### config.mk
export PLATFORM = sky130hd
export DESIGN_NAME = window_control_unit
export DESIGN_NICKNAME = d
export VERILOG_FILES = /design/src/rtl/window_control_unit.sv
export SDC_FILE = /design/constraint.sdc
export NUM_CORES = 1
export LEC_CHECK = 0
export ABC_AREA = 1
export BUFFER_PORTS_ARGS = -buffer_cell sky130_fd_sc_hd__buf_2
export CORE_MARGIN = 2
export CORE_UTILIZATION = 39
export DETAILED_ROUTE_END_ITERATION = 8
export GPL_ROUTABILITY_DRIVEN = 0
export PLACE_DENSITY_LB_ADDON = 0.2
export SETUP_SLACK_MARGIN = 0.15
export SYNTH_ARGS = -nofsm -noshare
export SYNTH_HDL_FRONTEND = slang
export SYNTH_SLANG_ARGS = --single-unit
### constraint.sdc
create_clock -name Clk -period 1.2 [get_ports Clk]
set_input_delay 0.06 -clock Clk [delete_from_list [all_inputs] [get_ports Clk]]
set_output_delay 0.06 -clock Clk [all_outputs]
set_load 0.01 [all_outputs]
### src/rtl/window_control_unit.sv
// Register-window control: tracks the current window pointer (cwp) and the
// window invalid mask (wim), executes SAVE/RESTORE/RETT/trap-entry window
// moves and raises overflow/underflow window traps.
// Optional build macro WINDOW_TRAP_COUNT_EN adds a saturating trap_count output.
module window_control_unit #(
  parameter int unsigned NWINDOWS = 4
) (
  input  logic        Clk,
  input  logic        Clr,
  input  logic        save,
  input  logic        restore,
  input  logic        rett,
  input  logic        trap_entry,
  input  logic        cwp_we,
  input  logic [4:0]  cwp_din,
  input  logic        wim_we,
  input  logic [31:0] wim_din,
  input  logic        trap_ack,
  output logic [4:0]  cwp,
  output logic [31:0] wim,
  output logic        busy,
  output logic        done,
  output logic        trap_req,
  output logic [7:0]  trap_type
`ifdef WINDOW_TRAP_COUNT_EN
 ,output logic [15:0] trap_count
`endif
);

  localparam logic [4:0]  LastWin       = 5'(NWINDOWS - 1);
  // Only bits for implemented windows may ever be set in wim
  localparam logic [31:0] WimMask       = (NWINDOWS >= 32) ? 32'hFFFF_FFFF :
                                          ((32'd1 << NWINDOWS) - 32'd1);
  localparam logic [7:0]  TrapOverflow  = 8'h05;
  localparam logic [7:0]  TrapUnderflow = 8'h06;

  typedef enum logic [1:0] {StIdle, StCheck, StTrap} state_e;
  typedef enum logic [1:0] {OpSave, OpRestore, OpRett, OpTrapEntry} op_e;

  state_e      state_q, state_d;
  op_e         op_q, op_d;
  logic [4:0]  cwp_q, cwp_d;
  logic [4:0]  next_q, next_d;
  logic [31:0] wim_q, wim_d;
  logic        done_q, done_d;
  logic [7:0]  type_q, type_d;
  logic [4:0]  cwp_dec, cwp_inc;
`ifdef WINDOW_TRAP_COUNT_EN
  logic [15:0] count_q, count_d;
`endif

  // Neighbouring windows with modulo-NWINDOWS wraparound
  assign cwp_dec = (cwp_q == 5'd0) ? LastWin : cwp_q - 5'd1;
  assign cwp_inc = (cwp_q == LastWin) ? 5'd0 : cwp_q + 5'd1;

  // Next-state logic: request decode in idle, window check, trap hold
  always_comb begin
    state_d = state_q;
    op_d    = op_q;
    cwp_d   = cwp_q;
    next_d  = next_q;
    wim_d   = wim_q;
    done_d  = 1'b0;
    type_d  = type_q;
`ifdef WINDOW_TRAP_COUNT_EN
    count_d = count_q;
`endif
    case (state_q)
      StIdle: begin
        // Fixed priority; lower-priority requests in the same cycle are dropped
        if (cwp_we) begin
          if ({27'd0, cwp_din} < NWINDOWS) cwp_d = cwp_din;
        end else if (wim_we) begin
          wim_d = wim_din & WimMask;
        end else if (trap_entry) begin
          next_d  = cwp_dec;
          op_d    = OpTrapEntry;
          state_d = StCheck;
        end else if (rett) begin
          next_d  = cwp_inc;
          op_d    = OpRett;
          state_d = StCheck;
        end else if (restore) begin
          next_d  = cwp_inc;
          op_d    = OpRestore;
          state_d = StCheck;
        end else if (save) begin
          next_d  = cwp_dec;
          op_d    = OpSave;
          state_d = StCheck;
        end
      end
      StCheck: begin
        // Trap entry always gets a window; the others trap on an invalid one
        if (op_q == OpTrapEntry || !wim_q[next_q]) begin
          cwp_d   = next_q;
          done_d  = 1'b1;
          state_d = StIdle;
        end else begin
          type_d  = (op_q == OpSave) ? TrapOverflow : TrapUnderflow;
          state_d = StTrap;
`ifdef WINDOW_TRAP_COUNT_EN
          if (count_q != 16'hFFFF) count_d = count_q + 16'd1;
`endif
        end
      end
      StTrap: begin
        if (trap_ack) begin
          type_d  = 8'h00;
          state_d = StIdle;
        end
      end
      default: state_d = StIdle;
    endcase
  end

  // State register with asynchronous clear
  always_ff @(posedge Clk or posedge Clr) begin
    if (Clr) begin
      state_q <= StIdle;
      op_q    <= OpSave;
      cwp_q   <= 5'd0;
      next_q  <= 5'd0;
      wim_q   <= 32'd0;
      done_q  <= 1'b0;
      type_q  <= 8'h00;
`ifdef WINDOW_TRAP_COUNT_EN
      count_q <= 16'd0;
`endif
    end else begin
      state_q <= state_d;
      op_q    <= op_d;
      cwp_q   <= cwp_d;
      next_q  <= next_d;
      wim_q   <= wim_d;
      done_q  <= done_d;
      type_q  <= type_d;
`ifdef WINDOW_TRAP_COUNT_EN
      count_q <= count_d;
`endif
    end
  end

  assign cwp       = cwp_q;
  assign wim       = wim_q;
  assign busy      = (state_q != StIdle);
  assign done      = done_q;
  assign trap_req  = (state_q == StTrap);
  assign trap_type = type_q;
`ifdef WINDOW_TRAP_COUNT_EN
  assign trap_count = count_q;
`endif

endmodule

==> flow_metrics.py <==
metrics = {
    "routing": {
        "wl_per_cell_um": 10.70,
        "drt_iter0_drc": 29,
        "wl_um": 3412,
        "final_antenna_net_count": 0,
        "drc": 0,
        "dr.pass1.iters": 4,
        "vias_per_cell": 4.382,
        "vias": 1398,
    },
    "hold_path": {
        "hold_start": "wim_din[2]",
        "hold_class": "input pin to register",
        "min_path_cells": 2,
        "whs_endpoint": "wim[2]",
    },
    "clocking": {
        "clk_pin_slew_ns": 0.08,
        "cts_root_buf": "clkbuf_8",
        "htreeDepth": 1,
        "cts_buffers": 3,
        "numClockSinks": 22,
        "clock_path_buffers": 2,
        "tritoncts": "yes",
        "clkLatencyLatePin_ns": 0.26,
    },
    "global_route": {
        "grtUsageMet1": 0.1883,
        "groute.usage.overall": 0.1491,
        "grt_overflow": 0,
        "grt_max_degree": 23,
        "busiest_layer": "met2",
        "grt_util_met3": 0.02044,
        "grt_pass1_vias": 1173,
        "grt_antenna_before_repair": 0,
        "use_met2": 0.2650,
        "grt_pass1_wl_um": 5037,
    },
    "sta": {
        "max_clock_freq_ghz": 0.7879,
        "setup_viol": 5,
        "finalHoldViolations": 0,
        "grt_setup_unrepaired": "true",
        "drv_slew": 0,
        "fin_crit_ns": 1.269,
        "post-route-period-util": 1.058,
        "worst_slack_ns": -0.06914,
        "fin_worst_skew_ns": 0.003472,
        "finalSetupTns_ns": -0.2138,
    },
    "power_and_ir_drop": {
        "p_total_mw": 4.644,
        "power_density_nw_per_um2": 2132,
        "p_leak_nw": 1.186,
        "irDropWorstVdd_mv": 0.8551,
    },
    "synthesis": {
        "ys_top_cells_by_area": "dfrtp_1 (36%), buf_4 (16%), nand2_1 (16%), inv_1 (7.0%), nand3_1 (7.0%)",
        "post_synth_num_cell_types": 18,
        "ys.warnings.count": 0,
        "synth_enable_flop_cells": 0,
        "avgSynthCellArea_um2": 7.290,
        "synth_most_common_cell": "nand2_1",
        "synth_commonest_cells": "nand2_1 (66), buf_4 (33), inv_1 (28)",
        "synth_top_area_frac": 0.3648,
        "ys_ff_latch": 22,
        "synth_flop_cell": "dfrtp_1",
        "async_reset_ff_frac": 1.000,
        "synthCells": 207,
        "synth_top_area_cell": "dfrtp_1",
        "seq_area_frac_synth": 0.3648,
        "synth_area_um2": 1509,
    },
    "die": {
        "die_x_um": 66.20,
        "die_h_um": 66.20,
        "start_util": 0.4091,
        "die_area_um2": 4382,
        "ios": 94,
        "coreArea_um2": 3689,
        "core.rowCount": 22,
    },
    "run_status": {
        "failed_checks": "negative setup slack",
        "outcome": "finished with violations",
    },
    "cells_and_area": {
        "drive_gt1_frac": 0.4280,
        "antenna_cells": 0,
        "fin_cells": 319,
        "nets": 321,
        "syn_to_final_growth_pct": 44.36,
        "final_area_um2": 2178,
    },
    "setup_path": {
        "reg2reg_depth": 9,
        "worstPathCellList": "ha_4 > nand3_1 > nand2_1 > nand2_1 > inv_1 > nand2_2 > nand3_2 > nand2_1 > inv_1",
        "worstReg2RegStart": "cwp[1]",
        "path_buf_inv": 2,
        "reg2reg_slack_ns": -0.07,
        "crit_required_ns": 1.36,
        "end_kind": "register",
        "cp-start-kind": "register",
        "worst_path_most_repeated_cell": "nand2_1",
        "path_delay_family": "flip-flops",
        "path_class": "register to register",
        "cp_max_fo": 4,
        "cp_slowest_stage_delay_ns": 0.45,
        "rr_endpoint": "next_q[4]",
        "crit_arrival_ns": 1.43,
        "crit_slowest_cell": "dfrtp_2",
    },
    "placement": {
        "portBuffers": 32,
        "placed_area_um2": 1730,
        "place_hpwl_um": 2270,
        "dp_cells": 299,
        "dp_slack_ns": -0.05428,
    },
    "flow_run": {
        "drv_cap": 0,
    },
}
[metal layers]
metal  share of wire  vias to the layer above
met4          0.0023                        0
met1            0.42                      647
met3           0.059                        2
met2            0.52                       50
li1                -                      699
met5               0                        -
[power breakdown]
| group | total [mW] | switching (mW) | internal (mW) | leakage [nW] |
|---|---|---|---|---|
| Combinational | 2.84 | 1.49 | 1.35 | 0.889 |
| Sequential | 1.28 | 0.252 | 1.03 | 0.268 |
| Clock | 0.520 | 0.228 | 0.292 | 0.0288 |
| Total | 4.64 | 1.97 | 2.67 | 1.19 |
[worst max path at each step]
| stage | start | to | slack [ns] | cells after the start |
|---|---|---|---|---|
| finish | cwp[1] | next_q[4] | -0.07 | 9 |
| global route | cwp[1] | next_q[4] | -0.17 | 9 |
| CTS | cwp[1] | next_q[4] | -0.03 | 9 |
| detailed placement | cwp[0] | next_q[4] | -0.05 | 8 |
| global placement | cwp[0] | next_q[4] | -0.06 | 8 |
| floorplan | cwp[0] | next_q[2] | 0.02 | 9 |
[kinds of logic (layout without fill, tap and decap cells)]
kind of cell | count (synthesis) | after routing | share of synthesized area
DFF | 22 | 22 | 0.3648
and+or+nand+nor | 101 | 101 | 0.2811
AOI/OAI and AO/OA | 10 | 10 | 0.03483
adders and majority gates | 3 | 3 | 0.02488
xor gates and xnor gates | 3 | 3 | 0.01742
muxes | 4 | 4 | 0.02985
other | 1 | 33 | 0.002485
buffers and inverters | 63 | 95 | 0.2446
[per-stage QoR]
step | util | hold slack (ns)
finish | 0.5906 | 0.02950
global placement | 0.4691 | 0.1165
global route | 0.5906 | 0.02024
floorplan | - | 0.04909
CTS | 0.5407 | 0.02373
detailed placement | 0.4691 | 0.1161
[cell usage in the layout (no fill, tap or decap), drive strengths merged]
cell / instances
nand2: 66
buf: 60
conb: 33
inv: 28
dfrtp: 22
nand3: 21
nor2: 10
o21ai: 9
clkbuf: 5
mux2: 4
nand4: 3
ha: 3
xor2: 2
dlygate4sd3: 2
nor3: 1
xnor2: 1
o31ai: 1
[cell type report]
cell class	instances	area, um2
Clock buffer	4	55.05
Timing Repair Buffer	63	483.0
Tap cell	48	60.06
Multi-Input combinational cell	154	912.1
Sequential cell	22	555.5
Inverter	28	112.6
Fill cell	362	1510
[registers in the layout, summed over array words and instances (netlist names)]
signal / cells
cwp: 5
done: 1
next_q: 5
op_q: 2
state_q: 2
trap_type: 3
wim: 4
[worst register-to-register path, cell delays in order, from the launching register on]
cell	delay [ns]
dfrtp_2	0.45
ha_4	0.19
nand3_1	0.11
nand2_1	0.06
nand2_1	0.08
inv_1	0.06
nand2_2	0.06
nand3_2	0.07
nand2_1	0.06
inv_1	0.03
[timing repair]
action                     in CTS  in global routing
hold buffers                    2                  0
gates resized for setup        37                 31
cloned                          0                  1
pin swaps                      14                 12
hold endpoints to repair       23                  0
setup endpoints to repair      24                 28
buffers inserted                4                  9
(Power assumes the default switching activity.)
